===== src/rtl/fifo_unpacker.sv =====
// fifo_unpacker: pops PAR_READ-wide groups from a FIFO read port and
// serializes them one word per transfer onto a valid/ready stream.
// The next group is popped on the final transfer of the current one,
// so back-to-back groups stream with no bubble cycles.
//
// state | meaning
// ------+---------------------------------------------------------
// IDLE  | nothing held; pop a group when drain_en && !fifo_empty
// SEND  | presenting hold[idx]; advance on each out_ready transfer
module fifo_unpacker #(
    parameter int DATA_WIDTH = 8,
    parameter int PAR_READ   = 4,
    parameter int CNT_WIDTH  = 16
) (
    input  logic                  clk,
    input  logic                  rst,
    input  logic [DATA_WIDTH-1:0] fifo_data [0:PAR_READ-1],
    input  logic                  fifo_empty,
    output logic                  fifo_read_enable,
    input  logic                  drain_en,
    output logic [DATA_WIDTH-1:0] out_data,
    output logic                  out_valid,
    input  logic                  out_ready,
    output logic                  busy,
    output logic [CNT_WIDTH-1:0]  word_count
);

    localparam int IDX_W = (PAR_READ > 1) ? $clog2(PAR_READ) : 1;
    localparam logic [IDX_W-1:0] LAST_IDX = IDX_W'(PAR_READ - 1);

    typedef enum logic {
        IDLE = 1'b0,
        SEND = 1'b1
    } state_t;

    state_t                state, state_nxt;
    logic [IDX_W-1:0]      idx, idx_nxt;
    logic [DATA_WIDTH-1:0] hold [0:PAR_READ-1];
    logic                  load;
    logic                  xfer;
    logic                  can_pop;

    // Next-state, pop request and stream handshake; rst masks every output
    // so nothing is popped or presented while reset is held.
    always_comb begin
        state_nxt = state;
        idx_nxt   = idx;
        load      = 1'b0;
        xfer      = 1'b0;
        out_valid = 1'b0;
        busy      = 1'b0;
        can_pop   = drain_en && !fifo_empty;
        case (state)
            IDLE: begin
                if (can_pop) begin
                    load      = 1'b1;
                    idx_nxt   = '0;
                    state_nxt = SEND;
                end
            end
            SEND: begin
                out_valid = 1'b1;
                busy      = 1'b1;
                xfer      = out_ready;
                if (out_ready) begin
                    if (idx == LAST_IDX) begin
                        idx_nxt = '0;
                        if (can_pop) begin
                            load = 1'b1;
                        end else begin
                            state_nxt = IDLE;
                        end
                    end else begin
                        idx_nxt = idx + IDX_W'(1);
                    end
                end
            end
            default: state_nxt = IDLE;
        endcase
        if (rst) begin
            load      = 1'b0;
            xfer      = 1'b0;
            out_valid = 1'b0;
            busy      = 1'b0;
        end
    end

    assign fifo_read_enable = load;

    // Output word comes only from the hold register, never from fifo_data.
    assign out_data = out_valid ? hold[idx] : '0;

    // State, index, hold register and delivered-word counter.
    always_ff @(posedge clk) begin
        if (rst) begin
            state      <= IDLE;
            idx        <= '0;
            word_count <= '0;
            for (int i = 0; i < PAR_READ; i++) begin
                hold[i] <= '0;
            end
        end else begin
            state <= state_nxt;
            idx   <= idx_nxt;
            if (load) begin
                for (int i = 0; i < PAR_READ; i++) begin
                    hold[i] <= fifo_data[i];
                end
            end
            if (xfer) begin
                word_count <= word_count + CNT_WIDTH'(1);
            end
        end
    end

endmodule


===== config.mk =====
export PLATFORM = sky130hd
export DESIGN_NAME = fifo_unpacker
export DESIGN_NICKNAME = d
export VERILOG_FILES = /design/src/rtl/fifo_unpacker.sv
export SDC_FILE = /design/constraint.sdc
export NUM_CORES = 1
export LEC_CHECK = 0
export BUFFER_PORTS_ARGS = -buffer_cell sky130_fd_sc_hd__buf_2
export CAP_MARGIN = 20
export CORE_AREA = 2 2 71 73
export CTS_BUF_LIST = sky130_fd_sc_hd__clkbuf_8 sky130_fd_sc_hd__clkbuf_16
export CTS_CLUSTER_DIAMETER = 30
export DETAILED_ROUTE_END_ITERATION = 10
export DIE_AREA = 0 0 73 75
export PLACE_DENSITY = 0.82
export SLEW_MARGIN = 10
export SYNTH_ARGS = -nofsm -noshare
export SYNTH_HDL_FRONTEND = slang
export SYNTH_SLANG_ARGS = --single-unit

===== constraint.sdc =====
create_clock -name clk -period 2 [get_ports clk]
set_input_delay 0 -clock clk [delete_from_list [all_inputs] [get_ports clk]]
set_output_delay 0 -clock clk [all_outputs]
set_load 0.05 [all_outputs]

==> reports/summary.json <==
{
  "status": {"value": "finished clean"},
  "synthDominantAreaCellType": {"value": "sky130_fd_sc_hd__edfxtp_1"},
  "worst_setup_start_kind": {"value": "register"},
  "min-delay-path-class": {"value": "input pin to register"},
  "stage_delay_of_the_slowest_cell_on_the_critical_path": {"value": 0.38, "unit": "ns"},
  "p_leak": {"value": 0.00135, "unit": "µW"},
  "clkTransAtPathRegs": {"value": 0.09, "unit": "ns"},
  "end_kind": {"value": "output port"},
  "ff2ff_path_depth": {"value": 5},
  "vias": {"value": 1760},
  "postSynthRegisterBits": {"value": 53},
  "cts-hold-fix-buffers": {"value": 32},
  "portBuffers": {"value": 63},
  "cellPowerDensity": {"value": 684, "unit": "nW/µm²"},
  "cts_made_buffers": {"value": 5},
  "worst_slew_margin_rel": {"value": 70.6, "unit": "%"},
  "drc": {"value": 0},
  "cts.htree.levels": {"value": 2},
  "synth_flop_cell": {"value": "sky130_fd_sc_hd__edfxtp_1"},
  "drive_gt1_share": {"value": 30.3, "unit": "%"},
  "synth_sequential_area_ratio": {"value": 58.3, "unit": "%"},
  "antenna_cells_inserted": {"value": 0},
  "die-area": {"value": 5480, "unit": "µm²"},
  "first_iter_violations": {"value": 61},
  "timing.critical_path.cells": {"value": "ha_1 > nand2_1 > a21oi_1 > and2b_1 > buf_4 > buf_2"},
  "post_synth_instance_area": {"value": 2370, "unit": "µm²"},
  "fin_nets": {"value": 328},
  "mappedNetlistNets": {"value": 231},
  "cts_root_buf": {"value": "sky130_fd_sc_hd__clkbuf_8"},
  "critPathTopFamily": {"value": "buffers and inverters"},
  "grt_max_degree": {"value": 34},
  "row_count": {"value": 25},
  "hold_end": {"value": "word_count[1]"},
  "fp.dieH": {"value": 75, "unit": "µm"},
  "post_synth_inst_count": {"value": 192},
  "period_needed": {"value": 1.80, "unit": "ns"},
  "synth-warning-count": {"value": 0},
  "finalNonFillerCells": {"value": 344},
  "detail_route.wl_per_cell": {"value": 14.5, "unit": "µm"},
  "area_growth_syn_to_layout": {"value": 34.5, "unit": "%"},
  "post_cts_resize_count": {"value": 0},
  "hold_violations": {"value": 0},
  "synthDistinctLibCells": {"value": 37},
  "cts_max_path_buffers": {"value": 2},
  "gr-total-overflow": {"value": 0},
  "worst-setup-path-type": {"value": "register to output port"},
  "grt_first_pass_wirelength": {"value": 7680, "unit": "µm"},
  "io-pin-count": {"value": 64},
  "chip_width": {"value": 73, "unit": "µm"},
  "syn_avg_cell_area": {"value": 12.3, "unit": "µm²"},
  "vias_in_the_first_global_route": {"value": 1729},
  "critical-path-slowest-cell": {"value": "sky130_fd_sc_hd__dfxtp_1"},
  "initial_core_util": {"value": 50.8, "unit": "%"},
  "place_congestion": {"value": 0.835},
  "layout_worst_path_cycle_share": {"value": 90.2, "unit": "%"},
  "antenna_found_initial": {"value": 0},
  "setup-violations-final": {"value": 0},
  "via_per_inst": {"value": 5.12},
  "timing.clock.skew": {"value": 0.00297, "unit": "ns"},
  "vdd.ir_drop.worst": {"value": 0.502, "unit": "mV"},
  "hold_start": {"value": "out_ready"},
  "setup_repair_after_global_routing_missed_its_margin": {"value": "no"},
  "path_buf_inv": {"value": 2},
  "yosysTopAreaCellShare": {"value": 40.6, "unit": "%"},
  "hpwl": {"value": 3330, "unit": "µm"},
  "cts_post_setup_buffers_inserted": {"value": 0},
  "required": {"value": 2.00, "unit": "ns"},
  "min_path_cells": {"value": 3},
  "synth-edff-count": {"value": 32},
  "synthArstFlopShare": {"value": 0, "unit": "%"},
  "timing.rr.end": {"value": "hold[0][4]"},
  "final_core_util": {"value": 68.3, "unit": "%"},
  "place.detailed.instances": {"value": 304},
  "n_fill_cell": {"value": 322},
  "path_max_fanout": {"value": 33},
  "fin_setup_tns": {"value": 0, "unit": "ns"},
  "cts_tree": {"value": "yes"},
  "rrSetupSlack": {"value": 0.29, "unit": "ns"},
  "max_clock_freq": {"value": 554, "unit": "MHz"},
  "netlist_top_cells_area": {"value": "sky130_fd_sc_hd__edfxtp_1 (41%), sky130_fd_sc_hd__dfxtp_1 (18%), sky130_fd_sc_hd__and2_1 (11%), sky130_fd_sc_hd__mux4_2 (7.6%), sky130_fd_sc_hd__nor2_1 (2.5%)"},
  "drtAntennaViolNets": {"value": 0},
  "crit_arrival": {"value": 1.80, "unit": "ns"},
  "clk_latency": {"value": 0.31, "unit": "ns"},
  "core_region_area": {"value": 4660, "unit": "µm²"},
  "critical_path.reg2reg.startpoint": {"value": "idx[0]"},
  "drv.max_cap_violation_count": {"value": 0},
  "tightest_slew": {"value": 0.441, "unit": "ns"},
  "total_detailed_routing_wirelength": {"value": 5010, "unit": "µm"},
  "slew_violations": {"value": 0},
  "gr-usage-all-layers": {"value": 19.0, "unit": "%"},
  "first_pass_iters": {"value": 4},
  "cts_sinks": {"value": 53}
}
-- state kept, by name, summed over array words and instances (netlist names), named ones only --
| register | flops |
|---|---|
| state | 1 |
| word_count | 16 |
| hold | 32 |
| idx | 2 |
-- area by class of cell --
class / instances / area [µm²] / area share (%)
multi-input combinational: 129 / 940 / 29.5
sequential: 53 / 1380 / 43.4
inverter: 1 / 3.75 / 0.118
tap: 54 / 67.6 / 2.12
clock inverter: 3 / 46.3 / 1.45
timing repair buffer: 99 / 678 / 21.3
clock buffer: 5 / 68.8 / 2.16
-- Yosys cell counts (all sizes together) (4+ instances only) --
| cell type | instances |
|---|---|
| clkbuf | 5 |
| nor2 | 16 |
| edfxtp | 32 |
| mux4 | 8 |
| dfxtp | 21 |
| and2 | 40 |
| nand2b | 4 |
| nand3 | 9 |
| a21oi | 7 |
| buf | 4 |
| xnor2 | 6 |
| nor3 | 5 |
| nand2 | 6 |
-- cell families after synthesis --
kind of cell	share of synthesized area, %
AOI/OAI and AO/OA	2.96
xor gates and xnor gates	2.96
adders and majority gates	1.06
buffers and inverters	2.01
DFF	58.3
muxes	9.40
and+or+nand+nor	23.3
-- how the worst max path moves through the flow --
stage,start,endpoint,cells after the start,slack (ns)
floorplan,state,out_data[0],4,0.08
global placement,idx[0],hold[1][0],5,0.37
detailed placement,idx[0],hold[0][0],5,0.30
CTS,idx[0],fifo_read_enable,6,0.17
global route,idx[0],fifo_read_enable,6,0.03
finish,idx[0],fifo_read_enable,6,0.20
-- layer usage --
layer | wire length (µm) | global-route usage (%) | share of wire [%]
met1 | 1980 | 20.8 | 40
met2 | 2690 | 34.6 | 54
met3 | 135 | 3.48 | 2.7
met4 | 192 | 10.7 | 3.8
met5 | 0 | 0 | 0
-- report_power, final --
group	total, µW	leakage, µW	internal [µW]	switching (µW)
Clock	734	0.0000543	375	359
Combinational	221	0.000786	118	104
Sequential	1220	0.000510	1210	17.7
-- metrics by stage --
step	hold WS (ns)	power (µW)	worst slack (ns)	cell area (µm²)
floorplan	0.160	1350	0.0754	2370
global placement	0.281	1410	0.370	2750
detailed placement	0.278	1420	0.299	2750
CTS	0.0162	2190	0.166	3190
global route	0.0240	2250	0.0305	3190
finish	0.0228	2180	0.196	3190
-- worst register-to-register path, cell delays in order, from the launching register on --
cell	delay [ns]
sky130_fd_sc_hd__dfxtp_1	0.38
sky130_fd_sc_hd__ha_1	0.18
sky130_fd_sc_hd__nand2_1	0.07
sky130_fd_sc_hd__a21oi_1	0.17
sky130_fd_sc_hd__or2_2	0.42
sky130_fd_sc_hd__buf_12	0.22
-- cell usage in the layout, fill, tap and decap left out, types with 4 or more instances in the layout --
cell / count
sky130_fd_sc_hd__buf_2: 63
sky130_fd_sc_hd__and2_1: 40
sky130_fd_sc_hd__dlygate4sd3_1: 32
sky130_fd_sc_hd__edfxtp_1: 32
sky130_fd_sc_hd__dfxtp_1: 21
sky130_fd_sc_hd__nor2_1: 16
sky130_fd_sc_hd__mux4_2: 8
sky130_fd_sc_hd__nand3_1: 8
sky130_fd_sc_hd__a21oi_1: 7
sky130_fd_sc_hd__nand2_1: 6
sky130_fd_sc_hd__xnor2_1: 6
sky130_fd_sc_hd__clkbuf_8: 5
sky130_fd_sc_hd__nand2b_1: 4
sky130_fd_sc_hd__nor3_1: 4
Note: power is estimated with default switching activity, not from simulation.
